==> src/rtl/div_control.sv <==
// Control FSM for an 8-bit restoring divider.
// Sequences the external datapath through load, shift, trial-subtract and restore steps.
module div_control (
  input  logic       clk,
  input  logic       reset,
  input  logic       start,
  input  logic       sign,
  output logic       load,
  output logic       add,
  output logic       shift,
  output logic       inbit,
  output logic [1:0] sel,
  output logic       busy,
  output logic       done,
  output logic [2:0] state_o,
  output logic [2:0] count_o,
  output logic       neg_o
);

  // start is a level request, sampled only in IDLE; done is a one-cycle result-valid pulse with no ready.
  typedef enum logic [2:0] {
    IDLE    = 3'd0,
    LOAD    = 3'd1,
    SHIFT0  = 3'd2,
    SUB     = 3'd3,
    RESTORE = 3'd4,
    SHIFT   = 3'd5,
    DONE    = 3'd6
  } state_t;

  state_t     state_q, state_d;
  logic [2:0] cnt_q, cnt_d;
  logic       neg_q, neg_d;

  logic       load_q, load_d;
  logic       add_q, add_d;
  logic       shift_q, shift_d;
  logic       inbit_q, inbit_d;
  logic [1:0] sel_q, sel_d;
  logic       busy_q, busy_d;
  logic       done_q, done_d;

  always_comb begin
    state_d = state_q;
    cnt_d   = cnt_q;
    neg_d   = neg_q;
    case (state_q)
      IDLE:    if (start) state_d = LOAD;
      LOAD: begin
        cnt_d   = 3'd0;
        state_d = SHIFT0;
      end
      SHIFT0:  state_d = SUB;
      SUB: begin
        neg_d   = sign;
        state_d = sign ? RESTORE : SHIFT;
      end
      RESTORE: state_d = SHIFT;
      SHIFT: begin
        // Counter holds at 7 on the final shift so it never wraps mid-operation.
        if (cnt_q != 3'd7) cnt_d = cnt_q + 3'd1;
        state_d = (cnt_q == 3'd7) ? DONE : SUB;
      end
      DONE:    state_d = IDLE;
      default: state_d = IDLE;
    endcase

    // Outputs are decoded from the next state so their registers track state_q and neg_q.
    load_d  = (state_d == LOAD);
    add_d   = (state_d == RESTORE);
    shift_d = (state_d == SHIFT0) || (state_d == SHIFT);
    inbit_d = (state_d == SHIFT) && !neg_d;
    sel_d   = 2'b11;
    if (state_d == LOAD) sel_d = 2'b10;
    if ((state_d == SUB) || (state_d == RESTORE)) sel_d = 2'b01;
    busy_d  = (state_d != IDLE) && (state_d != DONE);
    done_d  = (state_d == DONE);
  end

  always_ff @(posedge clk or negedge reset) begin
    if (!reset) begin
      state_q <= IDLE;
      cnt_q   <= 3'd0;
      neg_q   <= 1'b0;
      load_q  <= 1'b0;
      add_q   <= 1'b0;
      shift_q <= 1'b0;
      inbit_q <= 1'b0;
      sel_q   <= 2'b11;
      busy_q  <= 1'b0;
      done_q  <= 1'b0;
    end else begin
      state_q <= state_d;
      cnt_q   <= cnt_d;
      neg_q   <= neg_d;
      load_q  <= load_d;
      add_q   <= add_d;
      shift_q <= shift_d;
      inbit_q <= inbit_d;
      sel_q   <= sel_d;
      busy_q  <= busy_d;
      done_q  <= done_d;
    end
  end

  assign load    = load_q;
  assign add     = add_q;
  assign shift   = shift_q;
  assign inbit   = inbit_q;
  assign sel     = sel_q;
  assign busy    = busy_q;
  assign done    = done_q;
  assign state_o = state_q;
  assign count_o = cnt_q;
  assign neg_o   = neg_q;

endmodule

==> config.mk <==
export PLATFORM = sky130hd
export DESIGN_NAME = div_control
export DESIGN_NICKNAME = d
export VERILOG_FILES = /design/src/rtl/div_control.sv
export SDC_FILE = /design/constraint.sdc
export NUM_CORES = 1
export LEC_CHECK = 0
export CAP_MARGIN = 20
export CORE_UTILIZATION = 43
export CTS_BUF_LIST = sky130_fd_sc_hd__clkbuf_8
export DETAILED_ROUTE_END_ITERATION = 7
export PLACE_DENSITY = 0.85
export SETUP_SLACK_MARGIN = 0.1
export SYNTH_ARGS = -nofsm -noshare
export SYNTH_HDL_FRONTEND = slang
export SYNTH_SLANG_ARGS = --single-unit
==> constraint.sdc <==
create_clock -name clk -period 1.2 [get_ports clk]
set_input_delay 0.18 -clock clk [delete_from_list [all_inputs] [get_ports clk]]
set_output_delay 0.18 -clock clk [all_outputs]
set_load 0.005 [all_outputs]
==> results.txt, run 1 <==
----------------------------------------------------
[Run status]
  Status ... complete, but fails checks
  Failing checks ... negative setup slack

[Timing]
  Worst slew slack as a fraction of its limit ... 0.8428
  Worst clock skew ... between 0.0005 and 0.0006 ns
  Count of final hold-check violations ... 0
  Worst slew pin tran ... approximately 0.23 ns
  Total count of max-transition violations in the final report ... 0
  Maximum clock frequency ... 713.9 MHz
  Final worst slack ... -0.2008 ns
  Post-layout minimum cycle time ... 1.401 ns
  Unrepaired setup endpoints after global routing ... true
  Setup violation total in the final timing report ... 9
  Portion of the clock cycle consumed by the worst path in the final layout ... 1.167

[Global routing]
  Number of global-route vias before repair ... 682
  Initial antenna violation count ... 0
  Maximum number of pins on one net before global-route repair ... 16
  Aggregate global-route resource usage ... 0.2551
  Overflow left after global routing ... 0
  Global-route wire length before repair ... approximately 3.3 mm

[Placement]
  Detailed-placement wirelength estimate ... ~1000 um
  Final weighted congestion of routability-driven global placement ... 0.7831
  Post-detailed-placement cell area ... about 940 sq um
  Port-buffer cells ... 18
  Pre-CTS worst setup slack ... -0.07421 ns
  Number of placed cells counting well taps ... 100

[Drt]
  Via-to-Cell Ratio ... 5.564
  Total DRC errors in the routed layout ... 0
  Via total after detailed routing ... 651
  Number of DRC violations after detailed-routing iteration 0 ... 15
  Average detailed-routed wire length per instance ... 17.60 um
  Wire length after detailed routing ... between 2 and 2.5 mm
  Pre-Repair DR Iteration Count ... 4
  Post-route antenna net violation count ... 0

[Cells and area]
  Area delta synth->final ... 72.22%
  Diode insertion count for antenna repair ... 0
  Commonest cells after routing, fill and taps aside ... buf_4 (13), dfrtp_1 (10), dlygate4sd2_1 (8), buf_6 (8), nand2_1 (6)
  Final Util ... 0.8416
  Filler cell count in the final layout ... 70
  Number of cells in the finished layout apart from fillers ... 117
  Most common cell after layout, fill and taps aside ... buf_4
  Post-route cell area ... 1164 sq um
  # nets final ... approximately 110
  Fraction of layout instances using a drive strength above 1 ... 0.4902

[Synthesis]
  Synth Net Count ... 68
  Avg Synthesized Cell Area ... around 11 sq um
  Netlist area before placement ... just under 700 sq um
  Number of storage elements in the synthesis netlist ... 15
  Count of unique library cells instantiated by Yosys ... 24
  Fraction of the yosys area taken by sequential cells ... 0.5593
  Number of instances in the synthesized netlist ... between 60 and 70
  Number of warnings printed during yosys synthesis ... 0

[Clock network]
  Clock tree from TritonCTS ... done
  Longest Clk Path Bufs ... 2
  H-tree levels ... 1
  Clock latency on the worst-skew pair ... 0.24 ns
  Total number of clock tree sinks ... 15
  Number of hold-repair buffers added at the cts stage ... 0
  Clock slew at reported path FFs ... 0.06 ns
  TritonCTS buffer count ... 3
  Buffer type at the clock tree root ... clkbuf_8

[Critical path]
  R2R setup slack ... -0.20 ns
  Worst Reg-to-Reg Cells ... 5
  Critical path launch point type ... register
  Data arrival time of the critical path ... roughly 1.5 ns
  CP startpoint ... count_o[0]$_DFFE_PN0P_
  Crit Reg-Reg Endpoint ... count_o[2]$_DFFE_PN0P_
  Crit-path max FO ... 6
  Endpoint kind of the worst setup timing path ... register
  Data required time of the worst path ... roughly 1.3 ns
  Worst setup path class ... reg2reg
  Critical register-to-register path startpoint ... count_o[0]$_DFFE_PN0P_

[Die]
  Total I/O pin count ... 19
  Die span in x ... 41.64 um
  Die outline area ... 1734 sq um
  Initial core utilization ... 0.4887
  Standard-cell rows ... 13
  Overall die height ... about 42 um
  Core Box Area ... 1383 sq um

[Hold path]
  HP Class ... in2async

[Pwr]
  Power density cells ... 2397 nW/um^2
  Static leakage power ... between 0.5 and 0.6 nW
  Worst ir drop on vdd ... 1.732 mV

[Flow run]
  Max-cap violations ... 0

----------------------------------------------------
state kept, by name, summed over array words and instances, names as in the netlist:
signal	cells
done	1
shift	1
load	1
neg_o	1
sel	2
add	1
inbit	1
state_o	3
count_o	3
busy	1
stage by stage:
| stage | hold slack (ns) | power (mW) | setup TNS [ns] |
|---|---|---|---|
| final | 0.2433 | 2.789 | -1.020 |
| after global routing | 0.2686 | 2.939 | -1.313 |
| after CTS | 0.2506 | 2.572 | -0.8559 |
| after detailed placement | 0.4859 | 1.904 | -0.2556 |
| after global placement | 0.4889 | 1.854 | -0.02797 |
| after floorplan | -0.1156 | 1.351 | -0.02650 |
synth_stat cells:
master,instances,area (sq um)
a21o_1,1,7.510
a21oi_1,3,15.01
a22o_1,1,8.760
a2bb2oi_1,1,8.760
and2_1,1,6.260
and3_1,1,6.260
and3_4,1,11.26
buf_2,1,5.000
buf_6,2,22.52
dfrtp_1,13,325.3
dfstp_2,2,52.55
ha_1,2,25.02
inv_1,4,15.01
nand2_1,7,26.28
nand2_2,1,6.260
nand2b_1,2,12.51
nand3b_1,2,15.01
nor2_1,1,3.750
nor2b_1,3,18.77
nor2b_4,1,13.76
nor3_1,3,15.01
nor3b_1,1,7.510
o21ai_0,5,25.02
o31ai_1,3,22.52
how the worst max path moves through the flow:
stage,endpoint,slack [ns],cells after the start
2_1_floorplan,count_o[0]$_DFFE_PN0P_,-0.009,5
3_5_place_dp,count_o[2]$_DFFE_PN0P_,-0.07,4
3_3_place_gp,count_o[1]$_DFFE_PN0P_,-0.03,4
6_report,count_o[2]$_DFFE_PN0P_,-0.20,5
5_1_grt,count_o[2]$_DFFE_PN0P_,-0.23,5
4_1_cts,count_o[2]$_DFFE_PN0P_,-0.14,6
timing repair:
action,CTS,global route
resized for setup,40,16
buffers inserted,9,5
endpoints found under the setup margin,25,20
gates cloned,1,0
pin swaps,6,2
cell families (layout without fill, tap and decap cells):
group | count (synthesis) | after routing | share of synthesized area
adders and majority gates | 2 | 2 | 0.03703
buffers and inverters | 7 | 47 | 0.06295
DFF | 15 | 15 | 0.5593
and+or+nand+nor | 24 | 24 | 0.2111
AOI/OAI and AO/OA | 14 | 14 | 0.1296
area by class of cell:
| cell class | instances | area [sq um] | share of cell area |
|---|---|---|---|
| Clock buffer | 3 | 41.29 | 0.03548 |
| Sequential cell | 15 | 381.6 | 0.3280 |
| Tap cell | 15 | 18.77 | 0.01613 |
| Multi-Input combinational cell | 40 | 325.3 | 0.2796 |
| Inverter | 4 | 15.01 | 0.01290 |
| Clock inverter | 1 | 3.754 | 0.003226 |
| Timing Repair Buffer | 39 | 377.9 | 0.3247 |
report_power, final:
| part | switching, mW | internal, mW | total [mW] |
|---|---|---|---|
| clock network | 0.167 | 0.226 | 0.393 |
| logic | 0.701 | 0.900 | 1.60 |
| registers | 0.0883 | 0.707 | 0.795 |
metal layers:
| layer | routed length [um] | track usage |
|---|---|---|
| met1 | 864 | 0.2963 |
| met2 | 1037 | 0.4469 |
| met3 | 93 | 0.04783 |
| met4 | 63 | 0.1226 |
| met5 | 0 | 0 |
worst max-delay path: stages (launching register included):
cell,delay [ns]
dfrtp_1,0.40
buf_6,0.13
ha_4,0.16
ha_4,0.18
buf_4,0.15
o31ai_2,0.28
Note: power is estimated with default switching activity, not from simulation.
==> inputs of run 2 (changes only) <==
--- a/config.mk
+++ b/config.mk
@@ -6,10 +6,10 @@
 export NUM_CORES = 1
 export LEC_CHECK = 0
 export CAP_MARGIN = 20
-export CORE_UTILIZATION = 43
+export CORE_UTILIZATION = 40
 export CTS_BUF_LIST = sky130_fd_sc_hd__clkbuf_8
 export DETAILED_ROUTE_END_ITERATION = 7
-export PLACE_DENSITY = 0.85
+export PLACE_DENSITY = 0.8
 export SETUP_SLACK_MARGIN = 0.1
 export SYNTH_ARGS = -nofsm -noshare
 export SYNTH_HDL_FRONTEND = slang
==> constraint.sdc (replaced) <==
create_clock -name clk -period 1.2 [get_ports clk]
set_input_delay 0.18 -clock clk [delete_from_list [all_inputs] [get_ports clk]]
set_output_delay 0.18 -clock clk [all_outputs]
set_load 0.02 [all_outputs]
==> run 2 against run 1 <==
  * The flow still finishes with violations (negative setup slack)
  * Routed wire length shrank 21%
  * Worst hold slack lost 0.0014 ns
  * Global-route usage shrank 7.7 points
  * Combinational power shrank 4%
  * Via count shrank 8.6%
  * Highest routed layer is now met3
==> results.txt, run 2 (same netlist as run 1, synthesis figures left out) <==
----------------------------------------------------
[Die]
  Die span in x ... ~43 um
  Initial core utilization ... 0.4383
  Core Box Area ... 1541 sq um
  Standard-cell rows ... 14
  Overall die height ... 43.10 um
  Total I/O pin count ... 19
  Die outline area ... approximately 1900 sq um

[Timing]
  Setup violation total in the final timing report ... 6
  Worst slew slack as a fraction of its limit ... 0.7976
  Unrepaired setup endpoints after global routing ... true
  Count of final hold-check violations ... 0
  Maximum clock frequency ... between 700 and 800 MHz
  Total count of max-transition violations in the final report ... 0
  Post-layout minimum cycle time ... 1.287 ns
  Worst clock skew ... around 0.0037 ns
  Final worst slack ... -0.08660 ns
  Portion of the clock cycle consumed by the worst path in the final layout ... 1.072
  Hold slack final ... between 0.2 and 0.25 ns
  Worst slew pin tran ... around 0.30 ns

[Drt]
  Via total after detailed routing ... a little under 600
  Pre-Repair DR Iteration Count ... 4
  Number of DRC violations after detailed-routing iteration 0 ... 10
  Via-to-Cell Ratio ... 5.313
  Wire length after detailed routing ... 1.634 mm
  Total DRC errors in the routed layout ... 0
  Post-route antenna net violation count ... 0
  Average detailed-routed wire length per instance ... approximately 15 um

[Critical path]
  Crit Reg-Reg Endpoint ... count_o[2]$_DFFE_PN0P_
  Endpoint kind of the worst setup timing path ... register
  R2R setup slack ... -0.09 ns
  Worst setup path class ... reg2reg
  Data arrival time of the critical path ... approximately 1.4 ns
  Data required time of the worst path ... ~1.3 ns
  Critical path's most frequent cell ... ha_4
  Crit-path max FO ... 6
  CP Cell Sequence ... ha_4, ha_4, and2_4, o21ai_1, o31ai_1
  Critical Path Max Stage Delay ... 0.43 ns
  Worst Reg-to-Reg Cells ... 5
  Critical path launch point type ... register
  Cell family with the largest share of critical-path delay ... flip-flops
  Critical register-to-register path startpoint ... count_o[0]$_DFFE_PN0P_
  Slowest-stage cell, CP ... dfrtp_2
  Count of buffering cells on the critical path with inverters included ... 0

[Hold path]
  HP Class ... in2async

[Placement]
  Detailed-placement wirelength estimate ... approximately 870 um
  Final weighted congestion of routability-driven global placement ... between 0.7 and 0.8
  Pre-CTS worst setup slack ... -0.06597 ns
  Post-detailed-placement cell area ... a little over 900 sq um
  Port-buffer cells ... 18

[Cells and area]
  # nets final ... between 100 and 150
  Filler cell count in the final layout ... 110
  Fraction of layout instances using a drive strength above 1 ... 0.5104
  Post-route cell area ... around 1100 sq um
  Most common cell after layout, fill and taps aside ... buf_4
  Area delta synth->final ... 57.59%
  Diode insertion count for antenna repair ... 0
  Commonest cells after routing, fill and taps aside ... buf_4 (12), dfrtp_1 (10), nand2_1 (7)

[Clock network]
  Longest Clk Path Bufs ... 2
  Total number of clock tree sinks ... 15
  H-tree levels ... 1
  Clock latency on the worst-skew pair ... 0.24 ns
  Clock tree from TritonCTS ... done
  TritonCTS buffer count ... 3
  Buffer type at the clock tree root ... clkbuf_8
  Clock slew at reported path FFs ... roughly 0.060 ns
  Number of hold-repair buffers added at the cts stage ... 0

[Run status]
  Failing checks ... negative setup slack
  Status ... complete, but fails checks

[Global routing]
  Number of global-route vias before repair ... 520
  Met2 Usage GRT ... 0.2806
  Maximum number of pins on one net before global-route repair ... 16
  Global-route wire length before repair ... 2.359 mm
  Global routing met3 resource utilization ... 0.05106
  Aggregate global-route resource usage ... 0.1777
  Grt peak-use layer ... met2
  Overflow left after global routing ... 0
  Met1 GRT Util ... 0.2186
  Initial antenna violation count ... 0

[Pwr]
  Worst ir drop on vdd ... approximately 1.5 mV
  Static leakage power ... about 0.51 nW
  Power density cells ... 2558 nW/um^2

[Flow run]
  Max-cap violations ... 0

----------------------------------------------------
run 2: cell types whose count changed in the layout (fill, tap and decap cells not counted), moves of 2 or more:
cell             delta
buf_6               -2
dlygate4sd2_1       -8
clkbuf_2            +2
nor2b_1             -2
clkdlybuf4s15_1     +5
nor2b_2             +2
run 2: per-layer routing:
metal,up-vias,wire length [um]
met5,-,0
met4,0,0
met3,0,61
met2,17,882
met1,300,689
li1,278,-
run 2: worst register-to-register path, stage by stage (launching register included):
cell and delay (ns):
dfrtp_2 0.43, ha_4 0.17, ha_4 0.17, and2_4 0.15, o21ai_1 0.14, o31ai_1 0.10
run 2: final cells by class:
class	count	area, sq um	area share
Inverter	4	15.01	0.01410
Multi-Input combinational cell	40	325.3	0.3055
Clock buffer	3	41.29	0.03878
Sequential cell	15	381.6	0.3584
Tap cell	16	20.02	0.01880
Timing Repair Buffer	33	277.8	0.2609
Clock inverter	1	3.754	0.003525
run 2: report_power, final:
group | switching (mW) | total (mW) | leakage (nW) | internal, mW
clock | 0.167 | 0.393 | 0.0269 | 0.226
combinational | 0.817 | 1.53 | 0.294 | 0.711
sequential | 0.0951 | 0.804 | 0.184 | 0.709
run 2: through the flow:
step           TNS [ns]  power, mW  utilization  cells
6_report        -0.2624      2.724       0.6907    112
5_1_grt         -0.4761      2.868       0.6907    112
4_1_cts         -0.1783      2.504       0.6550    108
3_5_place_dp    -0.3188      2.064       0.5950     98
3_3_place_gp    -0.2309      2.034       0.5950     98
2_1_floorplan   -0.1654      1.580            -     62
run 2: how the worst max path moves through the flow:
stage | startpoint | end | depth (start not counted)
after floorplan | count_o[0]$_DFFE_PN0P_ | count_o[0]$_DFFE_PN0P_ | 5
after global placement | sel[1]$_DFF_PN1_ | sel[1] | 1
after detailed placement | count_o[0]$_DFFE_PN0P_ | count_o[0]$_DFFE_PN0P_ | 5
after CTS | count_o[0]$_DFFE_PN0P_ | count_o[1]$_DFFE_PN0P_ | 5
after global routing | count_o[0]$_DFFE_PN0P_ | count_o[2]$_DFFE_PN0P_ | 4
final | count_o[0]$_DFFE_PN0P_ | count_o[2]$_DFFE_PN0P_ | 5
run 2: timing repair:
item,CTS,global route
buffers inserted,6,3
gates cloned,0,1
endpoints found under the hold margin,0,0
resized for setup,41,25
setup endpoints to repair,22,26
pin swaps,1,4
